`src/rtl/mmu_arbiter_wrr_pkg.sv`:
```
// mmu_arbiter_wrr_pkg: default widths shared by the WRR DMA arbiter and its ordering FIFO,
// plus the modular index helper used by the round-robin search.
package mmu_arbiter_wrr_pkg;
  localparam int N_CH_DEF      = 4;
  localparam int REQ_BITS_DEF  = 128;
  localparam int LEN_BITS_DEF  = 28;
  localparam int W_BITS_DEF    = 4;
  localparam int OUT_BITS_DEF  = 4;
  localparam int ORD_DEPTH_DEF = 16;
  function automatic int wrap_add(input int a, input int b, input int n);
    return (a + b) % n;
  endfunction
endpackage

```
`src/rtl/mmu_ord_fifo.sv`:
```
// mmu_ord_fifo: synchronous FIFO holding the {id,len} grant order for the data-path mux.
module mmu_ord_fifo #(
  parameter int W     = 30,
  parameter int DEPTH = 16
) (
  input  logic         aclk,
  input  logic         aresetn,
  input  logic         push,
  input  logic [W-1:0] din,
  input  logic         pop,
  output logic [W-1:0] dout,
  output logic         full,
  output logic         empty
);
  localparam int AW = $clog2(DEPTH);
  logic [W-1:0] mem [DEPTH];
  logic [AW:0]  wr_ptr, rd_ptr;
  always_ff @(posedge aclk or negedge aresetn)
    if (!aresetn) begin
      wr_ptr <= '0;
      rd_ptr <= '0;
    end else begin
      if (push && !full) wr_ptr <= wr_ptr + 1'b1;
      if (pop && !empty) rd_ptr <= rd_ptr + 1'b1;
    end
  always_ff @(posedge aclk)
    if (push && !full) mem[wr_ptr[AW-1:0]] <= din;
  assign dout  = mem[rd_ptr[AW-1:0]];
  assign empty = wr_ptr == rd_ptr;
  assign full  = (wr_ptr[AW] != rd_ptr[AW]) && (wr_ptr[AW-1:0] == rd_ptr[AW-1:0]);
endmodule

```
`src/rtl/mmu_arbiter_wrr.sv`:
```
// mmu_arbiter_wrr: weighted round-robin DMA request arbiter with per-channel outstanding caps,
// completion tracking and an ordering FIFO that steers the data-path mux.
module mmu_arbiter_wrr
  import mmu_arbiter_wrr_pkg::*;
#(
  parameter int N_CH      = N_CH_DEF,
  parameter int REQ_BITS  = REQ_BITS_DEF,
  parameter int LEN_BITS  = LEN_BITS_DEF,
  parameter int W_BITS    = W_BITS_DEF,
  parameter int OUT_BITS  = OUT_BITS_DEF,
  parameter int ORD_DEPTH = ORD_DEPTH_DEF
) (
  input  logic                       aclk,
  input  logic                       aresetn,
  input  logic [N_CH*W_BITS-1:0]     cfg_weight,
  input  logic [OUT_BITS-1:0]        cfg_max_out,
  input  logic [N_CH-1:0]            s_req_valid,
  output logic [N_CH-1:0]            s_req_ready,
  input  logic [N_CH*REQ_BITS-1:0]   s_req_data,
  input  logic [N_CH*LEN_BITS-1:0]   s_req_len,
  output logic                       m_req_valid,
  input  logic                       m_req_ready,
  output logic [REQ_BITS-1:0]        m_req_data,
  output logic                       m_mux_valid,
  input  logic                       m_mux_ready,
  output logic [$clog2(N_CH)-1:0]    m_mux_id,
  output logic [LEN_BITS-1:0]        m_mux_len,
  input  logic                       s_done_valid,
  input  logic [$clog2(N_CH)-1:0]    s_done_id,
  output logic [N_CH*OUT_BITS-1:0]   out_cnt,
  output logic                       err_underflow
);
  localparam int IDW = $clog2(N_CH);
  typedef struct packed {
    logic [IDW-1:0]      id;
    logic [LEN_BITS-1:0] len;
  } ord_t;
  logic [IDW-1:0]      rr_ptr, nxt_ptr, gnt_id;
  logic [W_BITS-1:0]   credit, nxt_credit;
  logic                gnt, fifo_full, fifo_empty, slot_free;
  logic [OUT_BITS-1:0] cap;
  logic [N_CH-1:0]     elig, done_vec;
  ord_t                ord_in, ord_out;
  function automatic logic [W_BITS-1:0] wt(input int c);
    return cfg_weight[c*W_BITS +: W_BITS];
  endfunction
  assign cap       = cfg_max_out == '0 ? '1 : cfg_max_out;
  assign slot_free = !m_req_valid || m_req_ready;
  assign done_vec  = s_done_valid ? N_CH'(1) << s_done_id : '0;
  // Reset gates eligibility so no ready leaks out while the block is held in reset.
  always_comb begin
    elig = '0;
    for (int c = 0; c < N_CH; c++)
      elig[c] = aresetn && s_req_valid[c] && wt(c) != '0 &&
                out_cnt[c*OUT_BITS +: OUT_BITS] < cap && !fifo_full && slot_free;
  end
  always_comb begin
    gnt        = 1'b0;
    gnt_id     = rr_ptr;
    nxt_ptr    = rr_ptr;
    nxt_credit = credit;
    if (elig[rr_ptr] && credit != '0) begin
      gnt        = 1'b1;
      nxt_credit = credit - 1'b1;
    end else
      for (int i = 1; i <= N_CH; i++)
        if (!gnt && elig[wrap_add(int'(rr_ptr), i, N_CH)]) begin
          gnt        = 1'b1;
          gnt_id     = IDW'(wrap_add(int'(rr_ptr), i, N_CH));
          nxt_ptr    = IDW'(wrap_add(int'(rr_ptr), i, N_CH));
          nxt_credit = wt(wrap_add(int'(rr_ptr), i, N_CH)) - 1'b1;
        end
  end
  assign s_req_ready = gnt ? N_CH'(1) << gnt_id : '0;
  always_ff @(posedge aclk or negedge aresetn)
    if (!aresetn) begin
      rr_ptr        <= IDW'(N_CH-1);
      credit        <= '0;
      m_req_valid   <= 1'b0;
      m_req_data    <= '0;
      out_cnt       <= '0;
      err_underflow <= 1'b0;
    end else begin
      rr_ptr <= nxt_ptr;
      credit <= nxt_credit;
      if (gnt) begin
        m_req_valid <= 1'b1;
        m_req_data  <= s_req_data[int'(gnt_id)*REQ_BITS +: REQ_BITS];
      end else if (m_req_ready) m_req_valid <= 1'b0;
      // A grant and a completion on the same channel cancel out.
      for (int c = 0; c < N_CH; c++)
        if (s_req_ready[c] && !done_vec[c])
          out_cnt[c*OUT_BITS +: OUT_BITS] <= out_cnt[c*OUT_BITS +: OUT_BITS] + 1'b1;
        else if (done_vec[c] && !s_req_ready[c]) begin
          if (out_cnt[c*OUT_BITS +: OUT_BITS] == '0) err_underflow <= 1'b1;
          else out_cnt[c*OUT_BITS +: OUT_BITS] <= out_cnt[c*OUT_BITS +: OUT_BITS] - 1'b1;
        end
    end
  assign ord_in.id  = gnt_id;
  assign ord_in.len = s_req_len[int'(gnt_id)*LEN_BITS +: LEN_BITS];
  mmu_ord_fifo #(.W($bits(ord_t)), .DEPTH(ORD_DEPTH)) u_ord (
    .aclk    (aclk),
    .aresetn (aresetn),
    .push    (gnt),
    .din     (ord_in),
    .pop     (m_mux_valid && m_mux_ready),
    .dout    (ord_out),
    .full    (fifo_full),
    .empty   (fifo_empty)
  );
  assign m_mux_valid = !fifo_empty;
  assign m_mux_id    = m_mux_valid ? ord_out.id : '0;
  assign m_mux_len   = m_mux_valid ? ord_out.len : '0;
endmodule

```
`config.mk`:
```
export PLATFORM = sky130hd
export DESIGN_NAME = mmu_arbiter_wrr
export DESIGN_NICKNAME = d
export VERILOG_FILES = /design/src/rtl/mmu_arbiter_wrr_pkg.sv /design/src/rtl/mmu_ord_fifo.sv /design/src/rtl/mmu_arbiter_wrr.sv
export SDC_FILE = /design/constraint.sdc
export NUM_CORES = 1
export LEC_CHECK = 0
export CAP_MARGIN = 30
export CORE_AREA = 2 2 329 331
export CTS_BUF_LIST = sky130_fd_sc_hd__clkbuf_4 sky130_fd_sc_hd__clkbuf_8
export CTS_CLUSTER_DIAMETER = 30
export DETAILED_ROUTE_END_ITERATION = 12
export DIE_AREA = 0 0 331 333
export HOLD_SLACK_MARGIN = 0.03
export SYNTH_ARGS = -nofsm -noshare
export SYNTH_HDL_FRONTEND = slang
export SYNTH_SLANG_ARGS = --single-unit
```
`constraint.sdc`:
```
create_clock -name aclk -period 6.6 [get_ports aclk]
set_input_delay 1.32 -clock aclk [delete_from_list [all_inputs] [get_ports aclk]]
set_output_delay 1.32 -clock aclk [all_outputs]
set_load 0.1 [all_outputs]
```
==> summary.md, run 1 <==
| Metric | Value |
|---|---|
| Worst Hold Class | flip-flop to flip-flop |
| Critical path startpoint category | input port |
| IO Count | 836 |
| Post-Synthesis Net Count | 3158 |
| Via-to-Cell Ratio | 5.75 |
| Row cnt | 120 |
| Final setup fails | 0 |
| Run status | finished clean |
| Setup WS pre-CTS | 0.198 ns |
| CP endpoint | s_req_ready[1] |
| Max clock buf depth | 3 |
| Most frequent cell after synthesis | edfxtp_1 |
| Highest Clock Rate | around 160 MHz |
| Vias | 28.3k |
| Req. time, crit path | 5.28 ns |
| Max Cap Viol | 0 |
| Skew final | between 0.06 and 0.07 ns |
| Static Leak | 16.2 nW |
| Fillers | 9577 |
| R2R cell count | 13 |
| Synth Register Bits | 642 |
| GPL Wtd Cong | about 1.0 |
| GRT Residual Overflow | 0 |
| Core area | approximately 110000 µm² |
| Unique masters post-synth | 74 |
| Layout cells sized above 1 | 0.196 |
| WP data arrival | 5.00 ns |
| Internal reg-to-reg setup slack | 1.29 ns |
| Syn Area/Cell | 13.5 µm² |
| GRT Resource Usage Total | 0.270 |
| FF+latch area | 18500 µm² |
| Port Buffers | 835 |
| Final std cells w/o fill | slightly below 5k |
| Slew Viols, Final | 0 |
| Sequential fraction of the synthesis area | 0.554 |
| Pre-antenna DRT Iters | 6 |
| Final Util | 0.454 |
| Placed inst area | 44600 µm² |
| Post-synth top flop | edfxtp_1 |
| Yosys warning count | 0 |
| Starting density of the core | 0.313 |
| Setup CP Type | input port to output port |
| Die area | 110000 µm² |
| Top cells by area, synth | edfxtp_1 (43%), mux4_2 (12%), dfrtp_1 (12%) |
| Post-synthesis async set-or-reset flop share | 0.252 |
| # nets final | about 4.0k |
| Slew margin rel. | 0.234 |
| Final min period | 6.32 ns |
| Mapped Cells | 2473 |
| Hold Path Depth | 2 |
| Post-route cell area | 48400 µm² |
| Pwr Density | roughly 640 nW/µm² |
| Crit path launch | cfg_weight[12] |
| CTS Sinks | between 600 and 700 |
| ANT nets after route | 0 |
| PnR worst setup slack | 0.281 ns |
| Global-route wire length before repair | 211 mm |
| # DRC | 0 |
| Final Hold Vio Count | 0 |
| Maximum vdd ir drop | 0.689 mV |
| Synth top area share | 0.432 |
| Total negative slack | 0 ns |
| Post-Syn Area | about 33000 µm² |
| Drt total wl | 153 mm |
| Iter 0 DRT Violations | between 2k and 3k |
| Slew at the pin with the worst max-slew slack | 1.15 ns |
| CTS tree | yes |
| Worst-path fanout max | 7 |
| CTS buffer count | 159 |
| Area delta synth->final | 44.9% |
| Inst Count DP | 4557 |
| EDFF count, synth | 480 |
| Crit Reg-Reg Endpoint | m_req_data[60] |
| Hold bufs inserted after CTS | 0 |
| Post-synth top cells | edfxtp_1 (480), o21ai_0 (275), o2bb2ai_1 (257) |
| Post-synth top area cell | edfxtp_1 |
| Reg2reg start | u_ord.rd_ptr[1] |
| Crit end category | output port |
| Die width | 331 µm |
| Root buffer cell | clkbuf_8 |
| Clock transition at path regs | 0.04 ns |
| Largest net degree at the start of global routing | 213 |
| Final worst path period share | 0.957 |
| Die height | 333 µm |
| Multi-input logic area | ~14000 µm² |
| RSZ-0062 raised after global routing | false |
| Initial antenna violation count | 99 |
| Vias in the first global route | 27.9k |
| WL/cell | ~31 µm |
| H-tree levels | 4 |
| Clock Latency Late Sink | 0.85 ns |
| HPWL after detailed placement | 106 mm |
[report_power, final]
group,total [mW],internal (mW),switching [mW]
clock,5.17,3.05,2.12
sequential,6.84,6.22,0.613
combinational,18.7,6.11,12.6
[cells by family (layout without fill, tap and decap cells)]
logic type / Yosys count / after routing / share of synthesized area
buffers and inverters: 298 / 1272 / 0.0378
AOI/OAI and AO/OA: 991 / 991 / 0.224
DFF: 642 / 642 / 0.554
other: 0 / 69 / 0
and+or+nand+nor: 295 / 295 / 0.0410
xor gates and xnor gates: 27 / 27 / 0.00709
adders and majority gates: 30 / 30 / 0.0122
muxes: 190 / 190 / 0.124
[what timing repair did]
item                       in CTS  in global routing
setup buffers                   0                  1
resized for setup               0                  2
setup endpoints to repair       0                  1
[per-layer routing]
metal / global-route usage / routed length, µm / part of all wire / vias to the layer above
met4: 0.181 / 9860 / 0.064 / 8
met3: 0.0849 / 13800 / 0.090 / 407
met5: 0 / 55 / 0.00036 / -
li1: - / - / - / 12200
met2: 0.417 / 72300 / 0.47 / 1504
met1: 0.323 / 57100 / 0.37 / 14200
[worst max-delay path, cell delays in order]
cell and delay [ns]:
clkdlybuf4s50_1 0.43, nor4_1 0.67, buf_4 0.25, nor3b_1 0.06
o211ai_1 0.10, a21oi_2 0.10, buf_4 0.19, a2111oi_0 0.62
o21a_4 0.22, nor2_1 0.06, o21ai_2 0.34, inv_8 0.10
nor3_4 0.27, buf_12 0.22
[metrics by stage]
stage          power [mW]  hold WS, ns
2_1_floorplan        19.3        0.465
5_1_grt              32.1        0.489
3_5_place_dp         25.6        0.465
6_report             30.7        0.470
3_3_place_gp         24.6        0.459
4_1_cts              30.8        0.474
[cell usage in the layout (no fill, tap or decap), types with 5 or more instances in the layout]
master / n
o2bb2ai_1: 257
a21oi_1: 15
diode_2: 69
o211ai_1: 5
inv_1: 15
edfxtp_1: 480
a2111oi_0: 130
or4_1: 7
clkbuf_4: 45
clkinv_4: 6
clkinv_2: 19
clkbuf_8: 174
clkdlybuf4s50_1: 816
xor2_1: 7
xnor2_1: 20
ha_1: 26
nor2b_1: 32
buf_4: 76
a221oi_1: 118
nor2_1: 18
a21o_1: 6
clkinvlp_4: 8
clkinv_1: 17
a221oi_2: 10
nor2_4: 14
mux2i_1: 8
nand2_1: 161
o21a_1: 10
nor3_2: 7
or2_2: 7
buf_16: 45
o21ai_0: 275
mux4_2: 178
bufinv_16: 8
nand3_1: 16
buf_12: 26
dfrtp_1: 157
o31ai_1: 128
[how the worst min path moves through the flow]
stage                               from              to
final                     m_req_data[61]  m_req_data[61]
after CTS                 m_req_data[61]  m_req_data[61]
after detailed placement  m_req_data[61]  m_req_data[61]
after global routing      m_req_data[26]  m_req_data[26]
after global placement    m_req_data[45]  m_req_data[45]
after floorplan                credit[3]       credit[3]
[area by class of cell]
class | count | area share
Tap cell | 1403 | 0.0363
Inverter | 18 | 0.00158
Clock inverter | 72 | 0.0161
Antenna cell | 69 | 0.00357
Sequential cell | 642 | 0.382
Clock buffer | 218 | 0.0562
Multi-Input combinational cell | 1533 | 0.287
Timing Repair Buffer | 964 | 0.217
[registers in the layout, indices dropped and copies added (netlist names)]
signal / flops
rr_ptr: 2
u_ord.rd_ptr: 5
out_cnt: 16
err_underflow: 1
u_ord.wr_ptr: 5
m_req_valid: 1
credit: 4
m_req_data: 128
u_ord.mem: 480
Power figures use the tool's default switching activity.
==> inputs of run 2 (changes only) <==
--- a/config.mk
+++ b/config.mk
@@ -7,11 +7,12 @@
 export LEC_CHECK = 0
 export CAP_MARGIN = 30
 export CORE_AREA = 2 2 329 331
-export CTS_BUF_LIST = sky130_fd_sc_hd__clkbuf_4 sky130_fd_sc_hd__clkbuf_8
 export CTS_CLUSTER_DIAMETER = 30
 export DETAILED_ROUTE_END_ITERATION = 12
 export DIE_AREA = 0 0 331 333
+export DONT_BUFFER_PORTS = 1
 export HOLD_SLACK_MARGIN = 0.03
+export PLACE_DENSITY = 0.41
 export SYNTH_ARGS = -nofsm -noshare
 export SYNTH_HDL_FRONTEND = slang
 export SYNTH_SLANG_ARGS = --single-unit
==> run 2 against run 1 <==
Compared with the run above:
- non-clock buffer count shrank 791
- sequential share of layout area grew 5.2 points
- count of clock-buffer cells in the layout decreased by 12
- critical endpoint is now s_req_ready[2]
- largest cell class unchanged
- highest routed layer unchanged
==> summary.md, run 2 (same netlist as run 1, synthesis figures left out) <==
| Metric | Value |
|---|---|
| Die width | 331 µm (unchanged) |
| H-tree levels | 4 (unchanged) |
| WP data arrival | 5.05 ns (+0.05 ns) |
| Final Hold Vio Count | 0 (unchanged) |
| Total negative slack | 0 ns (unchanged) |
| Highest Clock Rate | 157 MHz (-0.78%) |
| IO Count | 836 (unchanged) |
| Global-route wire length before repair | 224 mm (+6.1%) |
| Req. time, crit path | 5.28 ns (about the same) |
| Met3 Track Usage GR | 0.0947 (+0.00984) |
| Row cnt | 120 (unchanged) |
| Root buffer cell | clkbuf_16 |
| Hold bufs inserted after CTS | 0 (unchanged) |
| Vias | 25.6k (-9.6%) |
| Most frequent cells in the layout | edfxtp_1 (480), o21ai_0 (275), o2bb2ai_1 (257), mux4_2 (178), clkbuf_16 (169) |
| Crit end category | output port |
| Die area | 110000 µm² (unchanged) |
| Iter 0 DRT Violations | 2482 (-15%) |
| Final Util | 0.399 (-0.0547) |
| Largest register FFs | 480 (unchanged) |
| Setup CP Type | input port to output port |
| WL/cell | 40.1 µm (+29%) |
| Worst Hold Class | input port to async pin |
| Post-route cell area | 42500 µm² (-12%) |
| ANT nets after route | 0 (unchanged) |
| # DRC | 0 (unchanged) |
| Critical path startpoint category | input port |
| # nets final | 3222 (-20%) |
| Worst-path fanout max | 8 (+1) |
| Pre-antenna DRT Iters | 6 (unchanged) |
| Clock Latency Late Sink | 0.76 ns (-0.09 ns) |
| Largest net degree at the start of global routing | 202 (-5.2%) |
| Vias in the first global route | 25.7k (-7.8%) |
| Placed inst area | 36600 µm² (-18%) |
| Layout cells sized above 1 | 0.263 (+0.0679) |
| Fillers | 9874 (+3.1%) |
| Met2 Track Usage GR | 0.477 (+0.0601) |
| Max clock buf depth | 3 (unchanged) |
| Drt total wl | 166 mm (+8.4%) |
| Setup Fix Bufs, Post-CTS | 0 (unchanged) |
| CTS tree | yes |
| Max Cap Viol | 0 (unchanged) |
| Slew at the pin with the worst max-slew slack | 1.18 ns (+0.0346 ns) |
| Initial antenna violation count | 88 (-11%) |
| Slew margin rel. | 0.211 (-0.0231) |
| Port Buffers | 0 (-100%) |
| CTS Sinks | 642 (unchanged) |
| Via-to-Cell Ratio | 6.19 (+7.6%) |
| R2R cell count | 19 (+6) |
| Final min period | 6.37 ns (+0.0496 ns) |
| Die height | 333 µm (unchanged) |
| Resized cells post-CTS | 0 (unchanged) |
| Final setup fails | 0 (unchanged) |
| Final worst path period share | 0.965 (+0.00751) |
| Multi-input logic area | 13900 µm² (+0.52%) |
| RSZ-0062 raised after global routing | false |
| Commonest non-fill, non-tap cell in the layout | edfxtp_1 |
| Area delta synth->final | 27.4% |
| Skew final | 0.0590 ns (-0.00273 ns) |
| Starting density of the core | 0.313 (unchanged) |
| Run status | finished clean |
| Slew Viols, Final | 0 (unchanged) |
| Internal reg-to-reg setup slack | 1.17 ns (-0.12 ns) |
| Core area | 107000 µm² (unchanged) |
| GPL Wtd Cong | 1.26 (+25%) |
| GRT Resource Usage Total | 0.296 (+0.0258) |
| CTS buffer count | 169 (+6.3%) |
| FF+latch area | 18500 µm² (about the same) |
| HPWL after detailed placement | 117 mm (+10%) |
| GR Util met1 | 0.357 (+0.0350) |
| GRT Residual Overflow | 0 (unchanged) |
| Clock transition at path regs | 0.04 ns (about the same) |
| Grt peak-use layer | met2 |
## run 2: cell type report
cell class                 instances  area share
timing repair buffer             173      0.0574
sequential                       642       0.435
clock inverter                   100      0.0289
clock buffer                     206       0.105
antenna                           58     0.00341
tap                             1403      0.0413
multi-input combinational       1533       0.328
inverter                          18     0.00179
## run 2: metrics by stage
step	worst slack (ns)	hold WS, ns	cells
global placement	0.176	0.499	3697
finish	0.231	0.254	4133
CTS	0.295	0.216	4065
floorplan	0.0207	0.465	2473
detailed placement	0.173	0.487	3759
global route	0.0721	0.232	4112
## run 2: worst max-delay path, stage by stage
cell and delay, ns:
nor3_1 0.03, nor2_1 0.35, ha_1 0.37, a31oi_1 0.33, nand3_1 0.25, a21oi_4 0.31
nor2_1 0.07, a311o_2 0.49, o31a_2 0.43, nor2_4 0.27, clkinv_2 0.26, nor3_4 0.34
buf_12 0.22
## run 2: worst paths after layout
kind / start / end
min reg2reg: credit[3] / credit[3]
max: cfg_max_out[2] / s_req_ready[2]
max in group asynchronous: aresetn / m_req_data[26]
max reg2reg: u_ord.wr_ptr[2] / out_cnt[11]
min: aresetn / m_req_data[92]
min in group aclk: credit[3] / credit[3]
## run 2: routing by layer
| metal | part of all wire | routed length [µm] |
|---|---|---|
| met5 | 0.00098 | 162 |
| met4 | 0.048 | 7900 |
| met1 | 0.39 | 64200 |
| met3 | 0.082 | 13600 |
| met2 | 0.48 | 80100 |
Power of run 2 is not shown: default switching activity piles up to over one toggle a cycle in this logic, so the estimate is an artifact.
